<file path="config.mk">
export PLATFORM = sky130hd
export DESIGN_NAME = score_display_ctrl
export DESIGN_NICKNAME = d
export VERILOG_FILES = /design/src/rtl/simon_pkg.sv /design/src/rtl/score_display_ctrl_seven_seg.sv /design/src/rtl/score_display_ctrl.sv
export SDC_FILE = /design/constraint.sdc
export NUM_CORES = 1
export LEC_CHECK = 0
export ABC_AREA = 1
export CELL_PAD_IN_SITES_DETAIL_PLACEMENT = 1
export CELL_PAD_IN_SITES_GLOBAL_PLACEMENT = 1
export CORE_ASPECT_RATIO = 0.75
export CORE_UTILIZATION = 40
export DETAILED_ROUTE_END_ITERATION = 10
export GPL_ROUTABILITY_DRIVEN = 0
export PLACE_DENSITY = 0.86
export SYNTH_ARGS = -nofsm -noshare
export SYNTH_HDL_FRONTEND = slang
export SYNTH_SLANG_ARGS = --single-unit
</file>
<file path="constraint.sdc">
create_clock -name clk -period 3.2 [get_ports clk]
set_input_delay 0.32 -clock clk [delete_from_list [all_inputs] [get_ports clk]]
set_output_delay 0.32 -clock clk [all_outputs]
set_load 0.005 [all_outputs]
</file>
<file path="src/rtl/simon_pkg.sv">
// rtl/simon_pkg.sv - shared state encoding and segment constants for the score display
package simon_pkg;

   typedef enum logic [1:0] {
      S_IDLE  = 2'd0,
      S_PLAY  = 2'd1,
      S_FLASH = 2'd2,
      S_OVER  = 2'd3
   } disp_state_e;

   localparam logic [6:0] SEG_BLANK = 7'b1111111;

   // Active-low segments, bit 0 = segment a; anything outside 0..9 is dark.
   function automatic logic [6:0] digit_segments(input logic [5:0] digit);
      case (digit)
         6'd0:    return 7'b1000000;
         6'd1:    return 7'b1111001;
         6'd2:    return 7'b0100100;
         6'd3:    return 7'b0110000;
         6'd4:    return 7'b0011001;
         6'd5:    return 7'b0010010;
         6'd6:    return 7'b0000010;
         6'd7:    return 7'b1111000;
         6'd8:    return 7'b0000000;
         6'd9:    return 7'b0010000;
         default: return SEG_BLANK;
      endcase
   endfunction

endpackage

</file>
<file path="src/rtl/score_display_ctrl_seven_seg.sv">
// rtl/score_display_ctrl_seven_seg.sv - two-digit decimal 7-segment decoder for a 0..63 value
module score_display_ctrl_seven_seg
   import simon_pkg::*;
(
   input  logic [5:0] result_data,
   output logic [6:0] high_digit_display,
   output logic [6:0] low_digit_display
);

   logic [5:0] tens;
   logic [5:0] units;

   always_comb begin
      tens  = result_data / 6'd10;
      units = result_data % 6'd10;
   end

   assign high_digit_display = digit_segments(tens);
   assign low_digit_display  = digit_segments(units);

endmodule

</file>
<file path="src/rtl/score_display_ctrl.sv">
// rtl/score_display_ctrl.sv - game-phase display sequencer with score/high-score registers
module score_display_ctrl
   import simon_pkg::*;
#(
   parameter int TICK_DIV    = 12_500_000,
   parameter int BLINK_COUNT = 3,
   parameter int ALT_TICKS   = 8
) (
   input  logic       clk,
   input  logic       reset,
   input  logic       round_start,
   input  logic       score_valid,
   input  logic [5:0] score_in,
   input  logic       game_over,
   output logic [5:0] disp_value,
   output logic       disp_blank,
   output logic [6:0] high_digit_display,
   output logic [6:0] low_digit_display,
   output logic [5:0] high_score,
   output logic       new_record,
   output logic [1:0] mode
);

   localparam int TW          = (TICK_DIV > 1) ? $clog2(TICK_DIV) : 1;
   localparam int FLASH_TICKS = 2 * BLINK_COUNT;
   localparam int PHASE_MAX   = (FLASH_TICKS > ALT_TICKS) ? FLASH_TICKS : ALT_TICKS;
   localparam int PW          = $clog2(PHASE_MAX + 1);

   disp_state_e   state, state_n;
   logic [TW-1:0] tick_cnt, tick_cnt_n;
   logic [PW-1:0] phase_cnt, phase_cnt_n;
   logic          alt_sel, alt_sel_n;
   logic [5:0]    score_reg, score_n;
   logic [5:0]    high_n;
   logic [5:0]    value_n;
   logic          blank_n;
   logic          record_n;
   logic [5:0]    eff_score;
   logic          tick;
   logic          entry;
   logic [6:0]    dec_high;
   logic [6:0]    dec_low;

   always_comb begin
      state_n     = state;
      score_n     = score_reg;
      high_n      = high_score;
      phase_cnt_n = phase_cnt;
      alt_sel_n   = alt_sel;
      blank_n     = disp_blank;
      record_n    = 1'b0;
      tick        = (tick_cnt == TW'(TICK_DIV - 1));
      eff_score   = score_valid ? score_in : score_reg;

      // A new game overrides whatever phase we are in, including a running blink.
      if (round_start) begin
         state_n     = S_PLAY;
         score_n     = 6'd0;
         blank_n     = 1'b0;
         phase_cnt_n = '0;
         alt_sel_n   = 1'b0;
      end else begin
         case (state)
            S_IDLE: begin
               blank_n = 1'b0;
            end
            S_PLAY: begin
               if (score_valid)
                  score_n = score_in;
               if (game_over) begin
                  phase_cnt_n = '0;
                  alt_sel_n   = 1'b0;
                  if (eff_score > high_score) begin
                     state_n  = S_FLASH;
                     high_n   = eff_score;
                     record_n = 1'b1;
                     blank_n  = 1'b1;
                  end else begin
                     state_n = S_OVER;
                     blank_n = 1'b0;
                  end
               end
            end
            S_FLASH: begin
               if (tick) begin
                  if (phase_cnt == PW'(FLASH_TICKS - 1)) begin
                     state_n     = S_OVER;
                     phase_cnt_n = '0;
                     alt_sel_n   = 1'b0;
                     blank_n     = 1'b0;
                  end else begin
                     phase_cnt_n = phase_cnt + PW'(1);
                     blank_n     = ~disp_blank;
                  end
               end
            end
            S_OVER: begin
               blank_n = 1'b0;
               if (tick) begin
                  if (phase_cnt == PW'(ALT_TICKS - 1)) begin
                     phase_cnt_n = '0;
                     alt_sel_n   = ~alt_sel;
                  end else begin
                     phase_cnt_n = phase_cnt + PW'(1);
                  end
               end
            end
            default: begin
               state_n = S_IDLE;
               blank_n = 1'b0;
            end
         endcase
      end

      // Restarting the divider on entry makes the first tick land TICK_DIV cycles later.
      entry = round_start || (state_n != state);
      if (entry || tick)
         tick_cnt_n = '0;
      else
         tick_cnt_n = tick_cnt + TW'(1);

      case (state_n)
         S_IDLE:  value_n = high_n;
         S_PLAY:  value_n = score_n;
         S_FLASH: value_n = score_n;
         S_OVER:  value_n = alt_sel_n ? high_n : score_n;
         default: value_n = 6'd0;
      endcase
   end

   always_ff @(posedge clk) begin
      if (reset) begin
         state      <= S_IDLE;
         tick_cnt   <= '0;
         phase_cnt  <= '0;
         alt_sel    <= 1'b0;
         score_reg  <= 6'd0;
         high_score <= 6'd0;
         disp_value <= 6'd0;
         disp_blank <= 1'b0;
         new_record <= 1'b0;
      end else begin
         state      <= state_n;
         tick_cnt   <= tick_cnt_n;
         phase_cnt  <= phase_cnt_n;
         alt_sel    <= alt_sel_n;
         score_reg  <= score_n;
         high_score <= high_n;
         disp_value <= value_n;
         disp_blank <= blank_n;
         new_record <= record_n;
      end
   end

   score_display_ctrl_seven_seg u_seven_seg (
      .result_data        (disp_value),
      .high_digit_display (dec_high),
      .low_digit_display  (dec_low)
   );

   assign high_digit_display = disp_blank ? SEG_BLANK : dec_high;
   assign low_digit_display  = disp_blank ? SEG_BLANK : dec_low;
   assign mode               = state;

endmodule

</file>
# ---- Word-level counts from Yosys, hierarchy flattened
# Memories as Yosys holds them, arrays and structs flattened.
# Index checks and enable logic that the tools add are counted.
dict set report word_totals {
  register_bits 51
  mem_bits_ro 224
  memories 2
}
# name depth width read_ports rd_ports_with_merged_regs wr line_no
set memory_table {}
lappend memory_table {{(no name shown)} 16 7 1 0 0 simon_pkg.sv:15} ;# case (digit)
lappend memory_table {{(no name shown)} 16 7 1 0 0 simon_pkg.sv:15}
dict set report classes {
  n_div 2
  n_reduce_logical 14
  mux 37
  n_eq_ne 13
  n_addsub 2
  bitwise_logic 4
  n_lt_le_gt_ge 1
}
# operator n
set ops {}
lappend ops {{6-bit 2-to-1 mux} 8}
lappend ops {{7-bit 2-to-1 mux} 4}
lappend ops {{24-bit by 1-bit adder with 24-bit output, second input constant} 1}
lappend ops {{24-bit == test, second input constant} 1}
lappend ops {{4-bit 2-to-1 mux} 5}
lappend ops {{6-bit case mux with 3 select lines} 1}
lappend ops {{4-bit case mux with 3 select lines} 1}
lappend ops {{1-bit 2-to-1 mux} 11}
lappend ops {{2-bit == test, second input constant} 4}
lappend ops {{4-bit by 3-bit == test with 1-bit output, second input constant} 2}
lappend ops {{2-bit zero test} 4}
lappend ops {{2-bit 2-to-1 mux} 4}
lappend ops {{2-bit OR reduction} 4}
lappend ops {{6-bit by 4-bit divider with 6-bit output, second input constant} 1}
lappend ops {{6-bit greater-than comparator} 1}
lappend ops {{6-bit by 4-bit remainder unit with 6-bit output, second input constant} 1}
lappend ops {{2-bit inequality test, second input constant} 3}
lappend ops {{1-bit case mux with 3 select lines} 2}
lappend ops {{4-bit by 1-bit adder with 4-bit output, second input constant} 1}
lappend ops {{2-bit by 1-bit == test with 1-bit output, second input constant} 2}
lappend ops {{1-bit inverter} 4}
lappend ops {{2-bit case mux with 2 select lines} 1}
lappend ops {{4-bit AND reduction} 1}
lappend ops {{4-bit OR reduction} 1}
lappend ops {{4 further kinds} 5}

# ---- Longest topological paths before layout
# Gate-level depths: netlist of run 1.
dict set report logic_depth {
  ltp_word 10
  mapped_depth 20
  mapped_depth_nobuf 18
}

# ---- Cells and area by module
# Synthesis of run 1 repeated with hierarchy kept, for this count alone.
dict set report hier_totals {
  hier_cells 509
  hier_area_um2 3769.9
}
# mod instances seq_area_each_um2 cells_each area_each_um2
set modules_own_cells {}
lappend modules_own_cells {score_display_ctrl 1 1021.0 406 3110.5}
lappend modules_own_cells {score_display_ctrl_seven_seg 1 0.0 103 659.4}

# ---- Least setup slack after synthesis of run 1
# No wires, ideal clock.
dict set report synth_timing {
  path_kind {input-to-reg}
  start {input port score_valid}
  end {register disp_value[0]}
  setup_slack_ns 0.630
  arrival_ns 2.451
  path_stages 19
  setup_ns 0.119
  t_required_ns 3.081
  path_cell_list {clkbuf_1 o21ai_0 ha_1 inv_1 nor2_1 o21ai_0 o211ai_1 nand2_1 nand2_1 nand2_1 o21ai_1 o211ai_1 inv_1 ha_1 inv_1 clkbuf_1 o21ai_0 inv_1 a21oi_1}
}
dict set report synth_via {
  elab_chain_cells 9
  elab_cells_between_ends 19
}
# element line_no
set synth_rtl {}
lappend synth_rtl {{from (decl)} score_display_ctrl.sv:12} ;# input logic score_valid,
lappend synth_rtl {{6-bit 2-to-1 mux (*)} score_display_ctrl.sv:53} ;# eff_score = score_valid ? score_in : score_reg;
lappend synth_rtl {{6-bit greater-than comparator (*)} score_display_ctrl.sv:73} ;# if (eff_score > high_score) begin
lappend synth_rtl {{1-bit 2-to-1 mux (*)} score_display_ctrl.sv:73}
lappend synth_rtl {{2-bit 2-to-1 mux (*)} score_display_ctrl.sv:70} ;# if (game_over) begin
lappend synth_rtl {{2-bit case mux with 2 select lines (*)} score_display_ctrl.sv:63} ;# case (state)
lappend synth_rtl {{2-bit 2-to-1 mux (*)} score_display_ctrl.sv:56} ;# if (round_start) begin
lappend synth_rtl {{net state_n[0]} score_display_ctrl.sv:29} ;# disp_state_e state, state_n;
lappend synth_rtl {{2-bit == test / 2-bit by 1-bit == test with 1-bit output (equally long branches)} score_display_ctrl.sv:122} ;# case (state_n)
lappend synth_rtl {{2-bit OR reduction (no source line)} n/a}
lappend synth_rtl {{6-bit case mux with 3 select lines (*)} score_display_ctrl.sv:122}
lappend synth_rtl {{to (signal assigned)} score_display_ctrl.sv:149} ;# disp_value <= value_n;
lappend synth_rtl {{to (decl)} score_display_ctrl.sv:15} ;# output logic [5:0] disp_value,
# Mark *: on every way through the listed nets, which the timed path passes. The rest lies on a longest branch.
# A chain may end at the register's enable or synchronous reset.

# ---- Worst setup path in the final report of run 1
dict set report layout_timing {
  start {register disp_value[5]}
  end {output port low_digit_display[1]}
}
dict set report layout_via {
  elab_chain_cells 4
  elab_cells_between_ends 5
}
# element line_no
set layout_rtl {}
lappend layout_rtl {{6-bit by 4-bit remainder unit with 6-bit output (*)} score_display_ctrl_seven_seg.sv:15} ;# units = result_data % 6'd10;
lappend layout_rtl {{memory read 16 x 7 bit / 2-bit zero test (equally long branches)} n/a}
lappend layout_rtl {{7-bit 2-to-1 mux (*)} simon_pkg.sv:15}
lappend layout_rtl {{7-bit 2-to-1 mux (*)} score_display_ctrl.sv:162} ;# assign low_digit_display = disp_blank ? SEG_BLANK : dec_low;
lappend layout_rtl {{to (decl)} score_display_ctrl.sv:18} ;# output logic [6:0] low_digit_display,
# Mark *: on every way between the ends. The rest lies on a longest branch, timed or not.

==> flow_metrics.py, run 1 <==
metrics = {
    "power": {
        "power_frac_clock": 0.302,
        "net_switching_power_of_the_design_uw": 547,
        "internal_power_uw": 1190,
        "p_comb_frac": 0.309,
        "power.leakage_uw": 0.00186,
        "power_switching_share": 0.315,
        "worst_ir_drop_vdd_mv": 0.199,
        "power_density_nw_per_um2": 408,
        "power.share.sequential": 0.389,
    },
    "layout": {
        "antennaDiodeCount": 0,
        "multiInputGateArea_um2": 2150,
        "largest_reg_flops": 24,
        "final_layout_size_suffix_gt1_frac": 0.102,
        "final_nets": 604,
        "fin_cells": 677,
        "syn_to_final_growth_pct": 20.6,
        "regMostFlops": "tick_cnt",
        "filler_cell_count": 1127,
        "flip_flop_and_latch_area_um2": 1030,
        "final_cell_area_um2": 4250,
    },
    "hold_path": {
        "timing.hold.worst_path_depth": 1,
        "hold_end": "tick_cnt[0]",
        "min-delay-start": "tick_cnt[0]",
        "worst_hold_class": "reg -> reg",
    },
    "cts": {
        "hold_buffers": 0,
        "clock_tree.buffer_depth": 2,
        "cts_tree": "done",
        "clock_sink_count": 51,
        "cts_htree_levels": 2,
        "cts_root_buffer_type": "clkbuf_16",
        "worst_skew_pair.late_latency_ns": 0.29,
        "number_of_buffers_created_by_cts": 5,
        "clock_slew_at_the_register_clock_pins_of_the_worst_setup_and_hold_paths_ns": 0.07,
    },
    "route": {
        "wire_per_inst_um": 14.9,
        "detail_route.first_pass.iterations": 4,
        "detailedRoute.firstIterationViolations": 119,
        "antenna_violating_nets_post_route": 0,
        "postRouteWirelength_mm": 10.1,
        "via_count_normalized_by_instance_count": 5.16,
        "vias": 3495,
        "post-route-drc-count": 0,
    },
    "critical_path": {
        "worstPathMaxFanout": 7,
        "worst_ep_required_time_ns": 2.88,
        "reg2reg_slack_ns": 0.42,
        "critPathArrivalTime_ns": 2.71,
        "critical_path_buf_inv_count": 4,
        "timing.critical_path.to_type": "output pin",
        "crit_path_start_kind": "register",
        "rr_endpoint": "disp_value[4]",
        "worst_r2r_startpoint": "score_reg[4]",
        "worst_path_max_delay_cell": "clkdlybuf4s50_1",
        "timing.critical_path.slowest_cell_delay_ns": 0.52,
        "worstPathCellList": "nand2_1 -> nand2_1 -> o21ai_4 -> nand2_2 -> nand2_4 -> nand2_4 -> inv_4 -> nand2_1 -> nand2_2 -> inv_2 -> nand3_1 -> nand2_2 -> inv_1 -> ha_1 -> o21ai_1 -> clkdlybuf4s50_1",
        "family_of_cells_with_the_greatest_summed_delay_on_the_critical_path": "simple AND/OR/NAND/NOR gates",
        "rr_worst_depth": 18,
        "timing.setup.critical_path_class": "reg -> out",
    },
    "die": {
        "ios": 41,
        "placement_rows": 29,
        "die-area_um2": 9200,
        "initial_utilization": 0.415,
        "core_um2": 8490,
        "die_h_um": 83.3,
        "die_w_um": 110,
    },
    "timing": {
        "timing.setup.tns_ns": 0,
        "timing.final.setup_violations": 0,
        "post_route_minimum_period_ns": 3.03,
        "timing_max_transition_violations_final": 0,
        "fmaxAchievable_ghz": 0.330,
        "final_cycle_utilization_of_the_critical_path": 0.947,
        "final_hold_viol_count": 0,
        "skew_ns": 0.00650,
        "setup_repair_after_global_routing_missed_its_margin": "false",
        "slew-limit-headroom": 0.557,
        "max_slew.worst_pin.slew_ns": 0.658,
        "holdWs_ns": 0.459,
    },
    "global_routing": {
        "grt_util_met2": 0.399,
        "layer_with_the_highest_usage": "met2",
        "globalRouteMet3Util": 0.0365,
        "gr-usage-met1": 0.294,
        "grt_pass1_wl_mm": 17.2,
        "antenna_found_initial": 0,
        "number_of_global_route_vias_before_repair": 3674,
        "grt_remaining_overflow": 0,
        "largest_net_degree_at_the_start_of_global_routing": 25,
        "track_usage": 0.228,
    },
    "synth": {
        "synthesized_area_per_cell_um2": 6.76,
        "synth_cell_type_count": 38,
        "ys_ff_latch": 51,
        "syn-instance-count": 522,
        "yosysWarningCount": 0,
        "yosysSeqAreaShare": 0.289,
        "syn_nets": 558,
        "combined_area_of_all_synthesized_cells_um2": 3530,
    },
    "place": {
        "dpl.cell_count": 667,
        "detailedPlacementHpwl_mm": 7.83,
        "placed_area_um2": 4060,
        "port-buffer-count": 40,
    },
    "job": {
        "cap_violations": 0,
    },
    "status": {
        "outcome": "completed",
    },
}
cell usage after synthesis:
cell type | n | area, um2
and2_1 | 1 | 6.26
nand3_2 | 5 | 50.1
xor2_1 | 17 | 149
clkinv_2 | 1 | 5.00
ha_1 | 25 | 313
nand2_4 | 4 | 45.0
o21ai_0 | 33 | 165
o21ai_1 | 4 | 20.0
and3_1 | 1 | 6.26
buf_6 | 1 | 11.3
nor3_4 | 1 | 16.3
nor3_1 | 5 | 25.0
dfxtp_1 | 51 | 1020
a31oi_1 | 1 | 6.26
nand2_2 | 10 | 62.6
inv_2 | 5 | 18.8
nand3_1 | 38 | 190
buf_4 | 1 | 7.51
nand4_1 | 5 | 31.3
o211ai_1 | 5 | 37.5
a21oi_1 | 26 | 130
nand3_4 | 1 | 17.5
nand2_1 | 102 | 383
nor4_2 | 1 | 12.5
nor4_1 | 1 | 6.26
nor3_2 | 4 | 40.0
o21a_1 | 1 | 7.51
nand3b_1 | 6 | 45.0
o21ai_4 | 1 | 16.3
nor2_1 | 64 | 240
inv_1 | 80 | 300
xnor2_1 | 7 | 61.3
nor2_2 | 2 | 12.5
clkinv_1 | 1 | 3.75
nand4_2 | 1 | 12.5
o21ai_2 | 2 | 17.5
clkbuf_1 | 7 | 26.3
a211oi_1 | 1 | 7.51
logic make-up after synthesis:
family / share of synthesized area
xor+xnor: 0.0596
buf+inv: 0.106
simple gates: 0.341
compound gates: 0.116
flops: 0.289
fa+ha+maj: 0.0887
final cells by class:
class / count / area share
repair buffers: 48 / 0.109
flip-flops and latches: 51 / 0.242
clock inverters: 1 / 0.00118
clock buffers: 7 / 0.0312
well taps: 108 / 0.0318
inverters: 87 / 0.0777
multi-input cells: 375 / 0.507
cells in the final DEF, fill, tap and decap left out, drive strengths merged, types with 3 or more instances in the layout:
cell,netlist,final
a21oi,26,26
buf,2,8
clkbuf,7,7
clkdlybuf4s50,0,38
clkinv,2,3
dfxtp,51,51
ha,25,25
inv,85,85
nand2,116,116
nand3,44,44
nand3b,6,6
nand4,6,6
nor2,66,66
nor3,10,10
o211ai,5,5
o21ai,40,40
xnor2,7,7
xor2,17,17
metrics by stage:
step	power (uW)	setup slack (ns)	util
5_1_grt	1840	0.000726	0.501
4_1_cts	1730	0.00630	0.496
3_5_place_dp	1210	-0.205	0.478
3_3_place_gp	1180	-0.00750	0.478
6_report	1730	0.169	0.501
2_1_floorplan	976	0.630	-
power groups by stage:
stage	sequential, uW	combinational (uW)	clock (uW)
6_report	674	536	523
5_1_grt	675	594	573
4_1_cts	673	527	531
3_5_place_dp	686	521	0
3_3_place_gp	685	499	0
2_1_floorplan	682	295	0
worst max path at each step:
stage | slack [ns] | cells after the start | start | to
6_report | 0.17 | 16 | disp_value[5] | low_digit_display[1]
5_1_grt | 0.0007 | 19 | disp_value[3] | low_digit_display[5]
2_1_floorplan | 0.63 | 19 | score_valid | disp_value[0]
3_3_place_gp | -0.007 | 18 | score_valid | disp_value[0]
4_1_cts | 0.006 | 15 | disp_value[3] | low_digit_display[3]
3_5_place_dp | -0.20 | 18 | score_valid | disp_value[4]
layer usage:
layer | part of all wire | vias to the layer above | wire length, um
li1 | - | 1746 | -
met1 | 0.47 | 1686 | 4770
met2 | 0.49 | 53 | 4910
met3 | 0.034 | 10 | 339
met4 | 0.0092 | 0 | 93
met5 | 0 | - | 0
timing repair:
action	CTS	global route
resized for setup	3	11
endpoints found under the setup margin	1	16
gates cloned	0	0
buffers inserted	0	2
pin swaps	0	1
(Power assumes the default switching activity.)
==> inputs of run 2 (changes only) <==
--- a/config.mk
+++ b/config.mk
@@ -15,2 +15,3 @@
 export PLACE_DENSITY = 0.86
+export SKIP_LAST_GASP = 1
 export SYNTH_ARGS = -nofsm -noshare
==> constraint.sdc (replaced) <==
create_clock -name clk -period 3.2 [get_ports clk]
set_input_delay 0.96 -clock clk [delete_from_list [all_inputs] [get_ports clk]]
set_output_delay 0.96 -clock clk [all_outputs]
set_load 0.005 [all_outputs]
==> run 2 against run 1 <==
Combinational power is 49% higher. Die area is the same. Maximum frequency shrank 11%. Sequential share of layout area decreased by 3.8 points. Via count grew 19%. Final area increased by 18%. The flow now finishes with violations (negative setup slack). Critical endpoint is now low_digit_display[5]. Worst hold slack got worse by 0.0033 ns. Highest routed layer unchanged.
==> flow_metrics.py, run 2 (synthesis results as in run 1) <==
metrics = {
    "critical_path": {
        "crit_path_start_kind": "register",
        "worst_r2r_startpoint": "tick_cnt[0]",
        "timing.setup.critical_path_class": "reg -> out",
        "critical_path_buf_inv_count": 4,
        "family_of_cells_with_the_greatest_summed_delay_on_the_critical_path": "simple AND/OR/NAND/NOR gates",
        "critPathArrivalTime_ns": 2.44,
        "worst_setup_path_startpoint": "disp_value[5]",
        "worst_ep_required_time_ns": 2.24,
        "worstPathMaxFanout": 5,
        "worstPathCellList": "inv_2 -> o21ai_4 -> nand2_2 -> nand2_4 -> nand2_4 -> nand2_2 -> nand2_2 -> inv_2 -> nand2_4 -> buf_6 -> nand2_8 -> o21ai_4 -> nand2_4 -> nand2_2 -> nand2_1 -> nand2_1 -> nand2_1 -> buf_2",
        "timing.critical_path.slowest_cell_delay_ns": 0.37,
        "timing.critical_path.to_type": "output pin",
        "reg2reg_slack_ns": 0.54,
        "worst_path_max_delay_cell": "dfxtp_4",
    },
    "die": {
        "ios": 41,
        "die_h_um": 83.3,
        "die-area_um2": 9200,
        "core_um2": 8490,
        "initial_utilization": 0.415,
        "placement_rows": 29,
        "die_w_um": 110,
    },
    "global_routing": {
        "grt_pass1_wl_mm": 20.4,
        "grt_util_met2": 0.496,
        "globalRouteMet3Util": 0.0482,
        "largest_net_degree_at_the_start_of_global_routing": 25,
        "number_of_global_route_vias_before_repair": 4164,
        "track_usage": 0.273,
        "gr-usage-met1": 0.319,
        "antenna_found_initial": 0,
        "grt_remaining_overflow": 0,
        "layer_with_the_highest_usage": "met2",
    },
    "cts": {
        "clock_slew_at_the_register_clock_pins_of_the_worst_setup_and_hold_paths_ns": 0.08,
        "cts_tree": "done",
        "cts_root_buffer_type": "clkbuf_16",
        "cts_htree_levels": 2,
        "hold_buffers": 0,
        "clock_sink_count": 51,
        "number_of_buffers_created_by_cts": 5,
        "worst_skew_pair.late_latency_ns": 0.30,
        "clock_tree.buffer_depth": 2,
    },
    "hold_path": {
        "min-delay-start": "tick_cnt[0]",
        "worst_hold_class": "reg -> reg",
    },
    "route": {
        "wire_per_inst_um": 21.8,
        "postRouteWirelength_mm": 15.8,
        "via_count_normalized_by_instance_count": 5.72,
        "post-route-drc-count": 0,
        "detail_route.first_pass.iterations": 5,
        "vias": 4166,
        "detailedRoute.firstIterationViolations": 262,
        "antenna_violating_nets_post_route": 0,
    },
    "layout": {
        "mostFrequentLayoutCells": "82 x nand2_1, 72 x inv_1, 60 x nor2_1, 52 x buf_4, 48 x dfxtp_1",
        "syn_to_final_growth_pct": 42.7,
        "final_layout_size_suffix_gt1_frac": 0.315,
        "largest_reg_flops": 24,
        "final_nets": 655,
        "antennaDiodeCount": 0,
        "layout.cells.most_common": "nand2_1",
        "regMostFlops": "tick_cnt",
        "final_cell_area_um2": 5030,
    },
    "timing": {
        "timing_max_transition_violations_final": 0,
        "final_cycle_utilization_of_the_critical_path": 1.06,
        "post_route_minimum_period_ns": 3.40,
        "setup_repair_after_global_routing_missed_its_margin": "true",
        "final_hold_viol_count": 0,
        "skew_ns": 0.0107,
        "max_slew.worst_pin.slew_ns": 0.900,
        "timing.final.setup_violations": 26,
        "post-route-worst-setup-slack_ns": -0.203,
        "fmaxAchievable_ghz": 0.294,
        "slew-limit-headroom": 0.394,
    },
    "power": {
        "worst_ir_drop_vdd_mv": 0.420,
        "power_frac_clock": 0.308,
        "net_switching_power_of_the_design_uw": 748,
        "p_comb_frac": 0.376,
        "power.share.sequential": 0.317,
        "power_switching_share": 0.351,
        "power.leakage_uw": 0.00223,
        "power_density_nw_per_um2": 423,
        "internal_power_uw": 1380,
    },
    "status": {
        "violated_checks": "negative setup slack",
        "outcome": "finished, violations left",
    },
    "place": {
        "port-buffer-count": 40,
        "dp_slack_ns": -0.695,
        "detailedPlacementHpwl_mm": 8.40,
        "placed_area_um2": 4320,
    },
    "job": {
        "cap_violations": 0,
    },
}
[run 2: cell count changes in the layout (fill, tap and decap cells not counted), sizes merged]
| cell | change |
|---|---|
| clkbuf | +1 |
| dlygate4sd2 | +1 |
| buf | +64 |
| dlymetal6s2s | +3 |
| clkdlybuf4s50 | -19 |
| bufinv | +1 |
[run 2: final timing paths]
| path | depth (start not counted) | endpoint |
|---|---|---|
| hold / removal | 1 | tick_cnt[0] |
| hold reg to reg | 1 | tick_cnt[0] |
| setup reg to reg | 14 | disp_value[2] |
| setup / recovery | 18 | low_digit_display[5] |
[run 2: stage by stage]
stage	power, uW	utilization	std cells	hold WS, ns	TNS (ns)
2_1_floorplan	977	-	522	0.418	0
3_3_place_gp	1240	0.509	701	0.432	-8.52
3_5_place_dp	1270	0.509	701	0.441	-15.47
4_1_cts	1940	0.550	716	0.456	-0.163
5_1_grt	2210	0.593	728	0.492	-5.94
6_report	2130	0.593	728	0.456	-1.94
[run 2: worst reg2reg max path, delay by kind of cell, from the launching register on]
family | cells | cell delay, ns
buffers and inverters | 3 | 0.23
adder cells (fa/ha/maj) | 2 | 0.53
flip-flops | 1 | 0.36
AO/OA/AOI/OAI | 5 | 0.69
AND/OR/NAND/NOR | 4 | 0.78
[run 2: power groups by stage]
stage | registers, uW | clock network, uW | logic [uW]
final | 675 | 655 | 799
after global routing | 676 | 677 | 852
after CTS | 671 | 643 | 622
after detailed placement | 683 | 0 | 584
after global placement | 682 | 0 | 553
after floorplan | 682 | 0 | 295
[run 2: timing repair]
action                                  CTS  global route
endpoints found under the setup margin   44            48
buffers inserted                          6            12
pin swaps                                20            45
cloned                                    1             0
resized for setup                       105            95
[run 2: area by class of cell]
cell class | count | area, um2
clock buffer | 6 | 139
multi-input combinational | 375 | 2520
inverter | 87 | 354
sequential | 51 | 1030
timing repair buffer | 99 | 816
clock inverter | 2 | 35.0
fill | 1050 | 3460
tap | 108 | 135
[run 2: metal layers]
layer	up-vias	part of all wire
li1	1854	-
met1	2047	0.40
met2	183	0.50
met3	82	0.055
met4	0	0.051
met5	-	0
==> inputs of run 3 (changes only) <==
Settings changed: CORE_UTILIZATION 40 to 25, PLACE_DENSITY 0.86 to 0.6.
==> run 3 against run 2 <==
The flow finishes with violations (design-rule violations). Core utilization shrank 23 points. Final cell count grew 9.2%. Sequential power is essentially flat. Register-to-register slack gained 0.23 ns. Clock power grew 7.2%. Clock skew shrank 0.0047 ns. Maximum frequency grew 6.4%. Power shrank 3.0%. Via count shrank 13%. Global-route usage shrank 12 points. Combinational power shrank 14%. Critical path type unchanged. Highest routed layer unchanged.
==> flow_metrics.py, run 3 (synthesis results as in run 1) <==
metrics = {
    "status": {
        "outcome": "finished, violations left",
        "violated_checks": "design-rule violations",
    },
    "route": {
        "postRouteWirelength_mm": 11.2,
        "wire_per_inst_um": 14.1,
        "detailedRoute.firstIterationViolations": 118,
        "antenna_violating_nets_post_route": 0,
        "detail_route.first_pass.iterations": 7,
        "vias": 3633,
        "post-route-drc-count": 2,
        "via_count_normalized_by_instance_count": 4.57,
    },
    "timing": {
        "post_route_minimum_period_ns": 3.20,
        "skew_ns": 0.00600,
        "setup_repair_after_global_routing_missed_its_margin": "true",
        "max_slew.worst_pin.slew_ns": 0.693,
        "fmaxAchievable_ghz": 0.313,
        "timing.final.setup_violations": 0,
        "slew-limit-headroom": 0.533,
        "timing_max_transition_violations_final": 0,
        "final_hold_viol_count": 0,
        "post-route-worst-setup-slack_ns": 0.00243,
        "timing.setup.tns_ns": 0,
        "final_cycle_utilization_of_the_critical_path": 0.999,
    },
    "layout": {
        "syn_to_final_growth_pct": 42.1,
        "final_layout_size_suffix_gt1_frac": 0.273,
        "antennaDiodeCount": 0,
        "layout.cells.most_common": "nand2_1",
        "filler_cell_count": 1692,
        "mostFrequentLayoutCells": "87 x nand2_1, 74 x inv_1, 62 x nor2_1, 49 x buf_4, 48 x dfxtp_1",
        "largest_reg_flops": 24,
        "multiInputGateArea_um2": 2390,
        "fin_cells": 795,
        "regMostFlops": "tick_cnt",
        "flip_flop_and_latch_area_um2": 1030,
        "final_nets": 655,
    },
    "cts": {
        "number_of_buffers_created_by_cts": 5,
        "clock_sink_count": 51,
        "clock_tree.buffer_depth": 2,
        "cts_root_buffer_type": "clkbuf_16",
        "worst_skew_pair.late_latency_ns": 0.30,
        "cts_htree_levels": 2,
        "cts_tree": "done",
        "hold_buffers": 0,
        "clock_slew_at_the_register_clock_pins_of_the_worst_setup_and_hold_paths_ns": 0.07,
    },
    "critical_path": {
        "family_of_cells_with_the_greatest_summed_delay_on_the_critical_path": "buffers and inverters",
        "worst_ep_required_time_ns": 2.24,
        "worstPathMaxFanout": 4,
        "critPathArrivalTime_ns": 2.24,
        "critical_path_buf_inv_count": 5,
        "timing.critical_path.slowest_cell_delay_ns": 0.37,
        "rr_endpoint": "disp_value[0]",
        "worst_path_max_delay_cell": "dfxtp_4",
        "reg2reg_slack_ns": 0.77,
        "crit_path_start_kind": "register",
        "timing.critical_path.to_type": "output pin",
        "worst_r2r_startpoint": "tick_cnt[0]",
        "rr_worst_depth": 14,
        "worstPathCellList": "buf_6 -> o21ai_4 -> nand2_4 -> nand2_4 -> nand2_2 -> nand2_2 -> inv_2 -> nand2_4 -> buf_6 -> nand2_8 -> buf_6 -> ha_4 -> o211ai_1 -> buf_2",
        "timing.setup.critical_path_class": "reg -> out",
    },
    "global_routing": {
        "antenna_found_initial": 0,
        "number_of_global_route_vias_before_repair": 3717,
        "grt_pass1_wl_mm": 18.5,
        "track_usage": 0.158,
        "grt_remaining_overflow": 0,
        "largest_net_degree_at_the_start_of_global_routing": 21,
    },
    "die": {
        "initial_utilization": 0.257,
        "die_w_um": 139,
        "ios": 41,
        "core_um2": 13700,
        "die_h_um": 105,
        "die-area_um2": 14600,
        "placement_rows": 37,
    },
    "place": {
        "port-buffer-count": 40,
        "detailedPlacementHpwl_mm": 8.38,
        "dp_slack_ns": -0.628,
        "dpl.cell_count": 771,
    },
    "hold_path": {
        "timing.hold.worst_path_depth": 1,
        "worst_hold_class": "reg -> reg",
        "hold_end": "tick_cnt[0]",
        "min-delay-start": "tick_cnt[0]",
    },
    "power": {
        "worst_ir_drop_vdd_mv": 0.163,
        "power_density_nw_per_um2": 412,
        "power.leakage_uw": 0.00223,
    },
    "job": {
        "cap_violations": 0,
    },
}
==> run 3: changes by cell type in the layout (fill, tap and decap cells not counted), moves of 3 or more <==
cell,before,now
a21oi_1,18,23
a21oi_2,7,3
buf_4,52,49
ha_1,14,18
ha_4,9,5
nand2_1,82,87
nand2_2,26,21
o21ai_2,14,11
==> run 3: worst reg2reg max path, cell delays in order, from the launching register on <==
cell,delay (ns)
dfxtp_1,0.35
ha_1,0.21
nand3_2,0.17
nor2_1,0.14
nand3_1,0.17
o21ai_1,0.16
and2_1,0.20
o21ai_2,0.08
o211ai_1,0.13
inv_1,0.11
ha_4,0.30
inv_6,0.05
o21ai_1,0.12
inv_1,0.06
a21oi_1,0.12
==> run 3: cell type report <==
class	count	share of cell area
tap	175	0.0437
inverter	87	0.0684
clock buffer	6	0.0257
multi-input combinational	375	0.476
clock inverter	2	0.0120
sequential	51	0.206
timing repair buffer	99	0.168
==> run 3: through the flow <==
step | util | total power, uW | hold WS, ns | area, um2
6_report | 0.365 | 2060 | 0.450 | 5010
5_1_grt | 0.365 | 2180 | 0.474 | 5010
4_1_cts | 0.347 | 2000 | 0.455 | 4770
3_5_place_dp | 0.324 | 1270 | 0.440 | 4450
3_3_place_gp | 0.324 | 1260 | 0.430 | 4450
2_1_floorplan | - | 977 | 0.418 | 3530
==> run 3: worst max path at each step <==
stage,from,endpoint,cells after the start
floorplan,score_valid,disp_value[0],18
global placement,score_valid,disp_value[0],19
detailed placement,score_valid,disp_value[5],19
CTS,disp_value[3],high_digit_display[2],16
global route,disp_value[3],high_digit_display[5],15
finish,disp_value[3],high_digit_display[3],14
==> run 3: where the power goes <==
group	switching, uW	leakage [uW]	internal, uW
clock	253	0.0000911	449
sequential	19.8	0.000415	652
combinational	369	0.00173	322
==> run 3: timing repair <==
action,4_1_cts,5_1_grt
setup endpoints to repair,40,44
cloned,1,0
buffers inserted,10,6
pin swaps,14,39
gates resized for setup,84,75
==> run 3: routing by layer <==
metal | up-vias | share of wire | track usage
li1 | 1846 | - | -
met1 | 1728 | 0.50 | 0.218
met2 | 49 | 0.45 | 0.247
met3 | 10 | 0.028 | 0.0284
met4 | 0 | 0.014 | 0.0556
met5 | - | 0 | 0
